[config.mk]
export PLATFORM = sky130hd
export DESIGN_NAME = fir_control_unit
export DESIGN_NICKNAME = d
export VERILOG_FILES = /design/src/rtl/fir_control_unit.sv
export SDC_FILE = /design/constraint.sdc
export NUM_CORES = 1
export LEC_CHECK = 0
export CAP_MARGIN = 40
export CORE_MARGIN = 4
export CORE_UTILIZATION = 40
export CTS_CLUSTER_DIAMETER = 30
export DETAILED_ROUTE_END_ITERATION = 10
export GPL_TIMING_DRIVEN = 0
export PLACE_DENSITY_LB_ADDON = 0.1
export SETUP_SLACK_MARGIN = 0.3
export SYNTH_ARGS = -nofsm -noshare
export SYNTH_HDL_FRONTEND = slang
export SYNTH_SLANG_ARGS = --single-unit
[constraint.sdc]
create_clock -name clk -period 4.7 [get_ports clk]
set_input_delay 0.47 -clock clk [delete_from_list [all_inputs] [get_ports clk]]
set_output_delay 0.47 -clock clk [all_outputs]
set_load 0.01 [all_outputs]
[src/rtl/fir_control_unit.sv]
// Control unit for the FIR datapath: coefficient load, per-sample compute issue,
// warm-up result dropping and an output FIFO presented as a valid/ready stream.
//
// Handshakes: a beat transfers on the rising clk edge where tvalid && tready are both 1;
// tready never depends on the same-cycle tvalid, and a producer holds tdata stable while
// tvalid is high and tready is low.
module fir_control_unit #(
  parameter int MAX_TAPS       = 16,
  parameter int OUT_DEPTH      = 4,
  parameter int RESULT_TIMEOUT = 64,
  parameter int DROP_WARMUP    = 1
) (
  input  logic        clk,
  input  logic        rstn,
  input  logic [31:0] cfg_tap_count,
  input  logic        cfg_start,
  input  logic [31:0] s_coeff_tdata,
  input  logic        s_coeff_tvalid,
  output logic        s_coeff_tready,
  input  logic [31:0] s_data_tdata,
  input  logic        s_data_tvalid,
  output logic        s_data_tready,
  output logic [31:0] m_data_tdata,
  output logic        m_data_tvalid,
  input  logic        m_data_tready,
  output logic [31:0] dp_tap_count,
  output logic [31:0] dp_coeff_data,
  output logic        dp_coeff_data_valid,
  output logic [31:0] dp_input_data,
  output logic        dp_input_data_valid,
  output logic        dp_compute,
  input  logic [31:0] dp_output_data,
  input  logic        dp_output_data_valid,
  input  logic        dp_coeff_load_complete,
  output logic        busy,
  output logic        err_cfg,
  output logic        err_timeout,
  output logic [2:0]  dbg_state
);

  localparam int TW  = $clog2(MAX_TAPS + 1);
  localparam int CW  = $clog2(OUT_DEPTH + 1);
  localparam int PW  = $clog2(OUT_DEPTH);
  localparam int TMW = $clog2(RESULT_TIMEOUT + 1);

  typedef enum logic [2:0] {
    S_IDLE      = 3'd0,
    S_LOAD      = 3'd1,
    S_LOAD_WAIT = 3'd2,
    S_RUN       = 3'd3,
    S_WAIT_RES  = 3'd4,
    S_ERROR     = 3'd5
  } state_t;

  state_t          state_q, state_d;
  logic [TW-1:0]   beat_q;
  logic [TW-1:0]   warm_q;
  logic [TMW-1:0]  tmr_q;
  logic [31:0]     mem [OUT_DEPTH];
  logic [PW-1:0]   wr_ptr, rd_ptr;
  logic [CW-1:0]   cnt;

  logic [TW-1:0] tap_n;
  logic cfg_ok, coeff_hs, data_hs, tmo, keep, push, pop, push_ok;

  assign tap_n    = dp_tap_count[TW-1:0];
  assign cfg_ok   = (cfg_tap_count != 32'd0) && (cfg_tap_count <= 32'(MAX_TAPS));
  assign coeff_hs = s_coeff_tvalid && s_coeff_tready;
  assign data_hs  = s_data_tvalid && s_data_tready;
  assign tmo      = (tmr_q == TMW'(RESULT_TIMEOUT - 1));
  // warm_q already counts the in-flight sample, so it is its 1-based index
  assign keep     = (DROP_WARMUP == 0) || (warm_q >= tap_n);
  assign push     = (state_q == S_WAIT_RES) && dp_output_data_valid && keep;
  assign pop      = m_data_tvalid && m_data_tready;
  assign push_ok  = push && ((cnt < CW'(OUT_DEPTH)) || pop);

  assign m_data_tvalid = (cnt != '0);
  assign m_data_tdata  = mem[rd_ptr];
  assign busy          = (state_q != S_IDLE) && (state_q != S_ERROR);
  assign dbg_state     = state_q;

  always_ff @(posedge clk or negedge rstn) begin
    if (!rstn) state_q <= S_IDLE;
    else       state_q <= state_d;
  end

  always_comb begin
    state_d        = state_q;
    s_coeff_tready = 1'b0;
    s_data_tready  = 1'b0;
    case (state_q)
      S_IDLE: begin
        if (cfg_start) state_d = cfg_ok ? S_LOAD : S_ERROR;
      end
      S_LOAD: begin
        s_coeff_tready = 1'b1;
        if (coeff_hs && (beat_q == tap_n - TW'(1))) state_d = S_LOAD_WAIT;
      end
      S_LOAD_WAIT: begin
        if (dp_coeff_load_complete) state_d = S_RUN;
        else if (tmo)               state_d = S_ERROR;
      end
      S_RUN: begin
        // one FIFO slot stays free for the single result that can be in flight
        s_data_tready = (cnt < CW'(OUT_DEPTH));
        if (data_hs) state_d = S_WAIT_RES;
      end
      S_WAIT_RES: begin
        if (dp_output_data_valid) state_d = S_RUN;
        else if (tmo)             state_d = S_ERROR;
      end
      S_ERROR: state_d = S_ERROR;
      default: state_d = S_IDLE;
    endcase
  end

  always_ff @(posedge clk or negedge rstn) begin
    if (!rstn) begin
      dp_tap_count        <= '0;
      dp_coeff_data       <= '0;
      dp_coeff_data_valid <= 1'b0;
      dp_input_data       <= '0;
      dp_input_data_valid <= 1'b0;
      dp_compute          <= 1'b0;
      beat_q              <= '0;
      warm_q              <= '0;
      tmr_q               <= '0;
      err_cfg             <= 1'b0;
      err_timeout         <= 1'b0;
    end else begin
      dp_coeff_data_valid <= 1'b0;
      dp_input_data_valid <= 1'b0;
      dp_compute          <= 1'b0;
      tmr_q <= ((state_q == S_LOAD_WAIT) || (state_q == S_WAIT_RES)) ? tmr_q + TMW'(1) : '0;
      if ((state_q == S_IDLE) && cfg_start) begin
        if (cfg_ok) begin
          dp_tap_count <= cfg_tap_count;
          beat_q       <= '0;
          warm_q       <= '0;
        end else begin
          err_cfg <= 1'b1;
        end
      end
      if (coeff_hs) begin
        dp_coeff_data       <= s_coeff_tdata;
        dp_coeff_data_valid <= 1'b1;
        beat_q              <= beat_q + TW'(1);
      end
      if (data_hs) begin
        dp_input_data       <= s_data_tdata;
        dp_input_data_valid <= 1'b1;
        dp_compute          <= 1'b1;
        if (warm_q < tap_n) warm_q <= warm_q + TW'(1);
      end
      if (((state_q == S_LOAD_WAIT) || (state_q == S_WAIT_RES)) && (state_d == S_ERROR))
        err_timeout <= 1'b1;
    end
  end

  always_ff @(posedge clk or negedge rstn) begin
    if (!rstn) begin
      for (int i = 0; i < OUT_DEPTH; i++) mem[i] <= '0;
      wr_ptr <= '0;
      rd_ptr <= '0;
      cnt    <= '0;
    end else begin
      if (push_ok) begin
        mem[wr_ptr] <= dp_output_data;
        wr_ptr      <= wr_ptr + PW'(1);
      end
      if (pop) rd_ptr <= rd_ptr + PW'(1);
      cnt <= cnt + CW'(push_ok) - CW'(pop);
    end
  end

endmodule
==> metrics.yaml <==
global_routing:
  grtUsageTotal: 0.184
  grt_pass1_vias: 8606
  grt_start_max_net_pins: 98
  grt_overflow: 0
  grt_pass1_wl_mm: 46.6
  antenna_found_initial: 0
floorplanning:
  design.core.area_um2: 27900
  fp.dieW_um: 177
  initial_utilization: 0.407
  ios: 276
  rows: 61
  die_area_um2: 31200
  chipHeight_um: 177
clock_tree:
  post_cts_resized: 0
  cts.sinks: 255
  cts_root_buffer: "clkbuf_16"
  cts_buffer_depth: 3
  cts_buffers: 61
  clkTransAtPathRegs_ps: 50
  cts_tree: "done"
  clk_latency_ps: 560
  cts_max_level: 2
  post_cts_buffers: 0
final_layout:
  fin_util: 0.605
  nets: 1356
  stdcell_area_um2: 16900
  diodes: 0
  syn2layout_area_growth_pct: 48.5
  fill_cells: 2299
  drive_gt1_frac: 0.248
synth:
  synth_fp_nets: 1015
  yosys.area.top_type_share: 0.561
  syn-cell-area_um2: 11400
  yosysMostFrequentCell: "dfrtp_1"
  yosysSeqAreaShare: 0.561
  synth_enable_flop_cells: 0
  ys_ff_latch: 255
  syn_area_per_cell_um2: 13.2
  syn_inst: 863
  yosys-top-cells-area: "dfrtp_1 (56%), mux2_4 (16%), nand2_1 (6.9%)"
  yosys.area.top_type: "dfrtp_1"
  ys.flop_type: "dfrtp_1"
  synth.top_cells.by_count: "dfrtp_1 (255), nand2_1 (210), mux2_4 (120)"
  ys_types: 50
  async_reset_ff_frac: 1.00
  ys_warn_count: 0
power_and_ir_drop:
  p_comb_frac: 0.209
  peakVddDrop_mv: 0.428
  p_int_mw: 6.64
  switching_power_mw: 2.46
  p_total_mw: 9.10
  power_density_nw_per_um2: 538
  netSwitchingFraction: 0.271
  p_leak_nw: 8.35
  power_frac_seq: 0.300
  power.share.clock: 0.491
routing:
  remaining_drc_errors: 0
  firstDrtPassIters: 6
  first_iter_violations: 301
  vias: 7787
  antenna_left: 0
  routedWlPerCell_um: 17.3
  wirelength_mm: 28.3
  vias_per_cell: 4.77
job:
  drv_cap: 0
timing:
  period_minus_slack_ps: 3260
  post-route-period-util: 0.694
  hold_ws_ps: 435
  relSlewSlack: 0.493
  max_freq_ghz: 0.307
  skew_ps: 18.8
  slew_viol_final: 0
  final_hold_viol_count: 0
  rsz0062_at_grt: "no"
  setup_viol: 0
  tns_ps: 0
  worstMarginPinSlew_ps: 760
worst_setup_path:
  crit_chain: "clkbuf_1, buf_2, mux4_2, clkdlybuf4s50_1"
  crit_fanout: 10
  timing.critical_path.buf_inv: 3
  critPathMaxStageDelay_ps: 550
  r2r_slack_ps: 1760
  critPathCaptureType: "primary output"
  critPathKind: "reg2out"
  worst-endpoint-arrival_ps: 2790
  crit_path_start_kind: "flop"
  critical_path_required_ps: 4230
  critPathTopFamily: "buffers and inverters"
  slowest_stage: "mux4_2"
placement:
  dpl.hpwl_mm: 18.7
  postPlaceCellArea_um2: 14700
  finalWeightedCongestion: 0.792
  io_buffers: 275
status:
  status: "finished, final reports clean"
min_path:
  hold_class: "in2reg"
[placed cells by master, fill, tap and decap left out, types with 12 or more instances in the layout]
master	instances
and2_1	30
buf_6	12
clkbuf_1	18
clkbuf_16	63
clkdlybuf4s50_1	274
dfrtp_1	255
ha_1	15
inv_1	20
mux2_4	120
mux4_2	32
nand2_1	210
nor2_1	15
o21ai_0	22
[per-layer routing]
| metal | track usage | vias up | part of all wire |
|---|---|---|---|
| met5 | 0 | - | 0 |
| li1 | - | 3627 | - |
| met2 | 0.285 | 235 | 0.46 |
| met4 | 0.0642 | 0 | 0.031 |
| met3 | 0.0645 | 65 | 0.078 |
| met1 | 0.243 | 3860 | 0.43 |
[power groups by stage]
stage	Combinational, mW	Sequential, mW	Clock [mW]
after floorplan	0.801	2.85	0
after global placement	1.92	2.75	0
after detailed placement	1.93	2.75	0
after CTS	1.94	2.73	4.55
after global routing	2.11	2.78	4.69
final	1.90	2.73	4.47
[stage by stage]
stage / worst slack (ps) / std cells
global route: 1140 / 1633
floorplan: 2010 / 863
global placement: -8290 / 1516
detailed placement: 1710 / 1518
CTS: 1320 / 1633
finish: 1440 / 1633
[logic make-up (layout without fill, tap and decap cells)]
| kind of cell | count (synthesis) | in the layout | synth area share |
|---|---|---|---|
| AOI/OAI and AO/OA | 40 | 40 | 0.0209 |
| xor gates and xnor gates | 18 | 18 | 0.0139 |
| adders and majority gates | 16 | 16 | 0.0182 |
| buffers and inverters | 61 | 453 | 0.0296 |
| DFF | 255 | 255 | 0.561 |
| muxes | 161 | 161 | 0.230 |
| and+or+nand+nor | 312 | 312 | 0.126 |
[flip-flops by register name, summed over array words and instances (netlist names)]
| name | flops |
|---|---|
| dp_coeff_data_valid | 1 |
| rd_ptr | 2 |
| err_cfg | 1 |
| dbg_state | 3 |
| dp_input_data | 32 |
| err_timeout | 1 |
| dp_tap_count | 32 |
| warm_q | 5 |
| dp_coeff_data | 32 |
| beat_q | 5 |
| mem | 128 |
| cnt | 3 |
| dp_compute | 1 |
| tmr_q | 7 |
| wr_ptr | 2 |
[cell type report]
cell class	count	area [um^2]	share of cell area
inverter	21	78.8	0.00466
tap	378	473	0.0280
clock buffer	76	1710	0.101
clock inverter	38	514	0.0304
sequential	255	6380	0.378
buffer	40	258	0.0153
timing repair buffer	278	2820	0.167
multi-input combinational	547	4660	0.276
[path summary, 6_finish.rpt]
path | start | endpoint | cells past startpoint
max | rd_ptr[0] | m_data_tdata[20] | 4
min | s_coeff_tdata[18] | dp_coeff_data[18] | 3
max reg2reg | dp_tap_count[2] | cnt[2] | 11
min reg2reg | tmr_q[0] | tmr_q[0] | 1
max in group asynchronous | rstn | mem[23] | 3
min in group asynchronous | rstn | dp_coeff_data[24] | 2
[worst reg2reg max path: cells and delay by family (launching register included)]
family	cells	cell delay [ps]
xor+xnor	1	140
fa+ha+maj	4	1170
compound gates	1	110
buf+inv	3	270
simple gates	2	710
flops	1	420
[timing repair]
action / in CTS / in global routing
endpoints found under the hold margin: 77 / 0
endpoints found under the setup margin: 0 / 0
hold buffers: 1 / 0
(Power assumes the default switching activity.)
